**src/rtl/mem_arbiter_pkg.sv**
```systemverilog
// Shared RAM command encodings, arbiter state encodings and owner identifiers
// used by the cpu and the memory arbiter.
package mem_arbiter_pkg;

    localparam logic [1:0] MNONE  = 2'b00;
    localparam logic [1:0] MREAD  = 2'b01;
    localparam logic [1:0] MWRITE = 2'b10;

    typedef enum logic [1:0] {
        StIdle   = 2'b00,
        StAccess = 2'b01,
        StResp   = 2'b10
    } arb_state_e;

    typedef enum logic {
        OwnCpu = 1'b0,
        OwnIo  = 1'b1
    } owner_e;

    function automatic logic cmd_valid(input logic req, input logic [1:0] cmd);
        return req && (cmd != MNONE);
    endfunction

endpackage

```
**src/rtl/arb_pick2.sv**
```systemverilog
// Combinational two-way picker: one-hot grant from two valids, the last owner
// (0 = requester 0) and a round-robin enable.
module arb_pick2 (
    input  logic       valid0,
    input  logic       valid1,
    input  logic       last,
    input  logic       fair,
    output logic [1:0] gnt
);

    always_comb begin
        gnt = 2'b00;
        if (valid0 && valid1) begin
            // On a tie, round-robin hands the port to whoever did not own it last.
            gnt = (fair && !last) ? 2'b10 : 2'b01;
        end else if (valid0) begin
            gnt = 2'b01;
        end else if (valid1) begin
            gnt = 2'b10;
        end
    end

endmodule

```
**src/rtl/regLoad.sv**
```systemverilog
// Load-enabled register with asynchronous active-high clear.
module regLoad #(
    parameter int unsigned W = 8
) (
    input  logic         clk,
    input  logic         reset,
    input  logic         load,
    input  logic [W-1:0] d,
    output logic [W-1:0] q
);

    always_ff @(posedge clk or posedge reset) begin
        if (reset) begin
            q <= '0;
        end else if (load) begin
            q <= d;
        end
    end

endmodule

```
**src/rtl/mem_arbiter.sv**
```systemverilog
// Shares one RAM port between the cpu and the io master. Whole req/ack transactions
// are serialised as IDLE -> ACCESS (LAT cycles) -> RESP (ack pulse) -> IDLE.
module mem_arbiter
    import mem_arbiter_pkg::*;
#(
    parameter int unsigned AW   = 9,
    parameter int unsigned DW   = 16,
    parameter int unsigned LAT  = 1,
    parameter int unsigned FAIR = 1
) (
    input  logic          clk,
    input  logic          reset,
    input  logic          cpu_req,
    input  logic [1:0]    cpu_cmd,
    input  logic [AW-1:0] cpu_addr,
    input  logic [DW-1:0] cpu_wdata,
    output logic          cpu_gnt,
    output logic          cpu_ack,
    output logic [DW-1:0] cpu_rdata,
    input  logic          io_req,
    input  logic [1:0]    io_cmd,
    input  logic [AW-1:0] io_addr,
    input  logic [DW-1:0] io_wdata,
    output logic          io_gnt,
    output logic          io_ack,
    output logic [DW-1:0] io_rdata,
    output logic [1:0]    mem_cmd,
    output logic [AW-1:0] mem_addr,
    output logic [DW-1:0] mem_wdata,
    input  logic [DW-1:0] mem_rdata
);

    localparam logic [3:0] CntInit = 4'(LAT - 1);
    localparam logic       FairEn  = (FAIR != 0);

    arb_state_e state_q;
    owner_e     owner_q;
    owner_e     last_q;
    logic [3:0] cnt_q;
    logic [1:0] pick;
    logic       rd_done;

    arb_pick2 u_pick (
        .valid0 (cmd_valid(cpu_req, cpu_cmd)),
        .valid1 (cmd_valid(io_req, io_cmd)),
        .last   (last_q == OwnIo),
        .fair   (FairEn),
        .gnt    (pick)
    );

    // Final ACCESS cycle of a read: RAM data is valid and goes to the owner's port.
    assign rd_done = (state_q == StAccess) && (cnt_q == 4'd0) && (mem_cmd == MREAD);

    always_ff @(posedge clk or posedge reset) begin
        if (reset) begin
            state_q   <= StIdle;
            owner_q   <= OwnCpu;
            last_q    <= OwnIo;
            cnt_q     <= 4'd0;
            mem_cmd   <= MNONE;
            mem_addr  <= '0;
            mem_wdata <= '0;
            cpu_gnt   <= 1'b0;
            io_gnt    <= 1'b0;
            cpu_ack   <= 1'b0;
            io_ack    <= 1'b0;
        end else begin
            case (state_q)
                StIdle: begin
                    if (pick != 2'b00) begin
                        owner_q   <= pick[1] ? OwnIo : OwnCpu;
                        mem_cmd   <= pick[1] ? io_cmd : cpu_cmd;
                        mem_addr  <= pick[1] ? io_addr : cpu_addr;
                        mem_wdata <= pick[1] ? io_wdata : cpu_wdata;
                        cnt_q     <= CntInit;
                        cpu_gnt   <= pick[0];
                        io_gnt    <= pick[1];
                        state_q   <= StAccess;
                    end
                end
                StAccess: begin
                    if (cnt_q == 4'd0) begin
                        mem_cmd <= MNONE;
                        cpu_ack <= (owner_q == OwnCpu);
                        io_ack  <= (owner_q == OwnIo);
                        state_q <= StResp;
                    end else begin
                        cnt_q <= cnt_q - 4'd1;
                    end
                end
                StResp: begin
                    cpu_ack <= 1'b0;
                    io_ack  <= 1'b0;
                    cpu_gnt <= 1'b0;
                    io_gnt  <= 1'b0;
                    last_q  <= owner_q;
                    state_q <= StIdle;
                end
                default: begin
                    mem_cmd <= MNONE;
                    cpu_ack <= 1'b0;
                    io_ack  <= 1'b0;
                    cpu_gnt <= 1'b0;
                    io_gnt  <= 1'b0;
                    state_q <= StIdle;
                end
            endcase
        end
    end

    regLoad #(.W(DW)) u_cpu_rdata (
        .clk   (clk),
        .reset (reset),
        .load  (rd_done && (owner_q == OwnCpu)),
        .d     (mem_rdata),
        .q     (cpu_rdata)
    );

    regLoad #(.W(DW)) u_io_rdata (
        .clk   (clk),
        .reset (reset),
        .load  (rd_done && (owner_q == OwnIo)),
        .d     (mem_rdata),
        .q     (io_rdata)
    );

endmodule

```
**config.mk**
```make
export PLATFORM = sky130hd
export DESIGN_NAME = mem_arbiter
export DESIGN_NICKNAME = d
export VERILOG_FILES = /design/src/rtl/mem_arbiter_pkg.sv /design/src/rtl/arb_pick2.sv /design/src/rtl/regLoad.sv /design/src/rtl/mem_arbiter.sv
export SDC_FILE = /design/constraint.sdc
export NUM_CORES = 1
export LEC_CHECK = 0
export CAP_MARGIN = 20
export CELL_PAD_IN_SITES_DETAIL_PLACEMENT = 0
export CELL_PAD_IN_SITES_GLOBAL_PLACEMENT = 2
export CORE_MARGIN = 2
export CORE_UTILIZATION = 26
export DETAILED_ROUTE_END_ITERATION = 7
export PLACE_DENSITY = 0.75
export SLEW_MARGIN = 5
export SYNTH_ARGS = -nofsm -noshare
export SYNTH_HDL_FRONTEND = slang
export SYNTH_HIERARCHICAL = 1
export SYNTH_SLANG_ARGS = --single-unit
```
**constraint.sdc**
```tcl
create_clock -name clk -period 2.8 [get_ports clk]
set_input_delay 0.56 -clock clk [delete_from_list [all_inputs] [get_ports clk]]
set_output_delay 0.56 -clock clk [all_outputs]
set_load 0.05 [all_outputs]
```
==> impl_metrics.tcl <==
set metrics [dict create \
    drt_iter0_drc 128 \
    power.switching_w 0.00284 \
    cts.repair.resized 0 \
    fin_skew_ns 0.00286 \
    power_density_nw_per_um2 1240 \
    r2r_slack_ns 0.42 \
    worst_path_largest_cell_delay_ns 0.40 \
    dr.pass1.iters 4 \
    fp.dieH_microns 116 \
    dp_slack_ns -0.00409 \
    routedWlPerCell_microns 15.2 \
    yosys-top-cells-count "70 x dfrtp_1, 52 x o21ai_0, 29 x mux2i_1, 20 x mux2_4, 14 x mux2_2" \
    r2r-end "u_io_rdata/q[4]" \
    worstSetupStartpointType "register" \
    start_util_pct 26.8 \
    die_area_sq_um 13400 \
    cts_hold_buffers 0 \
    synth_top_area_share_pct 54.0 \
    ir_drop_mv 0.443 \
    via_count 2498 \
    timing.slew.headroom_pct 55.0 \
    ys_seq_area_share_pct 54.8 \
    grt_usage_pct 12.9 \
    min_period_ns 2.38 \
    synth-edff-count 0 \
    drive_gt1_share_pct 16.9 \
    slew_violations 0 \
    synth-seq-cells 71 \
    min-delay-start "u_io_rdata/q[3]" \
    synth_async_sr_flop_share_pct 100 \
    core_area_sq_um 12100 \
    die_w_microns 116 \
    place_congestion 0.689 \
    hold_ws_ns 0.501 \
    syn_nets 330 \
    holdPathStages 1 \
    cts_buffer_depth 2 \
    muxShareOfSynthArea_pct 23.1 \
    io_buffer_count 136 \
    synth.area.top_cells "dfrtp_1 54%, mux2_4 9.3%, mux2i_1 8.9%, o21ai_0 8.0%, mux2_2 4.9%" \
    grt_pass1_wl_microns 13300 \
    swShare_pct 45.1 \
    worst_slew_pin_slew_ns 0.674 \
    crit_buf_inv 2 \
    final_nets 467 \
    gr-total-overflow 0 \
    synth_area_leader_cell "dfrtp_1" \
    yosys.area_share.simple_pct 4.05 \
    grt_max_degree 40 \
    root_buffer "clkbuf_16" \
    yosysUniqueCellTypes 39 \
    vias_per_cell 4.43 \
    crit_type "register to register" \
    synth_top_family_by_area "multiplexers" \
    cts_buffers 9 \
    synthAdderAreaFrac_pct 0.771 \
    critPathArrivalTime_ns 2.59 \
    area_delta_synth_final_pct 56.3 \
    crit_family "simple AND/OR/NAND/NOR gates" \
    p_int_w 0.00346 \
    critPathCaptureType "register" \
    seqCellArea_sq_um 1780 \
    n_fill_cell 1179 \
    hpwl_microns 6060 \
    syn_area_sq_um 3250 \
    synth_xor_area_share_pct 0 \
    timing.final.setup_violations 0 \
    status "completed" \
    wl_microns 8570 \
    yosys_most_used_dff "dfrtp_1" \
    hold_end "u_io_rdata/q[3]" \
    pwr-share-seq_pct 28.1 \
    post-cts-setup-buffers 0 \
    clk_pin_slew_worst_paths_ns 0.05 \
    finalHoldViolations 0 \
    first_global_vias 2527 \
    antenna_cells 0 \
    antenna_found_initial 0 \
    crit_required_ns 3.01 \
    final_antenna_net_count 0 \
    r2r_cells 7 \
    comb_power_share_pct 54.2 \
    remaining_drc_errors 0 \
    crit_chain "inv_1, ha_1, nor3b_1, nand3b_1, nor4bb_4, buf_4, mux2_2" \
    synthCells 254 \
    max_freq_ghz 0.420 \
    utilization_pct 41.9 \
    synth_compound_area_share_pct 12.3 \
    yosysMostFrequentCell "dfrtp_1" \
    yosys_warnings 6 \
    cpMaxStageDelayCell "dfrtp_1" \
    clock_latency_ns 0.33 \
    postSynthAreaPerCell_sq_um 12.8 \
    rows 40 \
    worstHoldPathType "register to register" \
    ios 137 \
    cp_max_fo 16 \
    r2r_start "cnt_q[0]" \
    fin_ws_ns 0.416 \
    multiInputGateArea_sq_um 1340 \
    grt_setup_unrepaired "false" \
    p_clk_share_pct 17.6 \
    cts_tree "built" \
    htree_levels 3 \
    cts_num_sinks 71 \
    maxCapViolCount 0 \
    leakage_nw 2.12 \
    min_period_over_period_pct 85.1 \
]
## area by class of cell
| class | count | share of cell area, % |
|---|---|---|
| well taps | 168 | 4.14 |
| clock inverters | 4 | 0.888 |
| clock buffers | 12 | 4.86 |
| inverters | 10 | 0.740 |
| multi-input cells | 156 | 26.3 |
| repair buffers | 143 | 28.0 |
| flip-flops and latches | 71 | 35.0 |
## placed cells by master (no fill, tap or decap), drive strengths merged, types with 2 or more instances in the layout
cell,count
clkdlybuf4s50,136
dfrtp,70
o21ai,54
mux2,34
mux2i,29
clkbuf,12
inv,9
buf,7
clkinv,4
o22ai,3
nor2,3
o21a,3
or2,2
nand3b,2
a31o,2
nand2b,2
a21oi,2
ha,2
a21boi,2
nor2b,2
## power by group through the flow
stage,logic [W],clock network [W],registers [W]
finish,0.00342,0.00111,0.00177
global route,0.00360,0.00119,0.00184
CTS,0.00344,0.00115,0.00178
detailed placement,0.00343,0,0.00178
global placement,0.00341,0,0.00178
floorplan,0.000790,0,0.00322
## worst max-delay path by stage
| stage | startpoint | end | cells past startpoint | slack, ns |
|---|---|---|---|---|
| floorplan | cnt_q[0] | u_io_rdata/q[10] | 8 | 0.47 |
| global placement | cpu_cmd[0] | cnt_q[0] | 7 | 0.06 |
| detailed placement | cpu_cmd[0] | cnt_q[0] | 7 | -0.004 |
| CTS | cpu_cmd[0] | cnt_q[0] | 7 | 0.34 |
| global route | cnt_q[0] | u_io_rdata/q[15] | 7 | 0.24 |
| finish | cnt_q[0] | u_io_rdata/q[4] | 7 | 0.42 |
## metrics by stage
| stage | total power [W] | instance area, sq um | std cells | TNS, ns |
|---|---|---|---|---|
| 5_1_grt | 0.00662 | 5070 | 564 | 0 |
| 3_5_place_dp | 0.00522 | 4770 | 547 | -0.00409 |
| 4_1_cts | 0.00637 | 5060 | 563 | 0 |
| 3_3_place_gp | 0.00519 | 4770 | 547 | 0 |
| 2_1_floorplan | 0.00401 | 3250 | 254 | 0 |
| 6_report | 0.00630 | 5070 | 564 | 0 |
## flip-flops by register name, indices dropped and copies added, names as in the netlist, 2 cells and up
name,cells
mem_cmd,2
mem_addr,9
u_io_rdata/q,16
state_q,2
mem_wdata,16
cnt_q,4
u_cpu_rdata/q,16
## layer usage
metal  vias up  global-route usage [%]  share of wire (%)
met2       113                    20.4                 46
met1      1201                    16.6                 44
met4         0                    3.33               0.72
met3         6                    4.92                9.0
met5         -                       0                  0
li1       1178                       -                  -
## kinds of logic (layout without fill, tap and decap cells)
group,after synthesis,after routing
buffers and inverters,27,169
muxes,63,63
other,1,1
AOI/OAI and AO/OA,71,71
DFF,71,71
adders and majority gates,2,2
and+or+nand+nor,19,19
No activity file was read; power rests on OpenSTA's default activity.
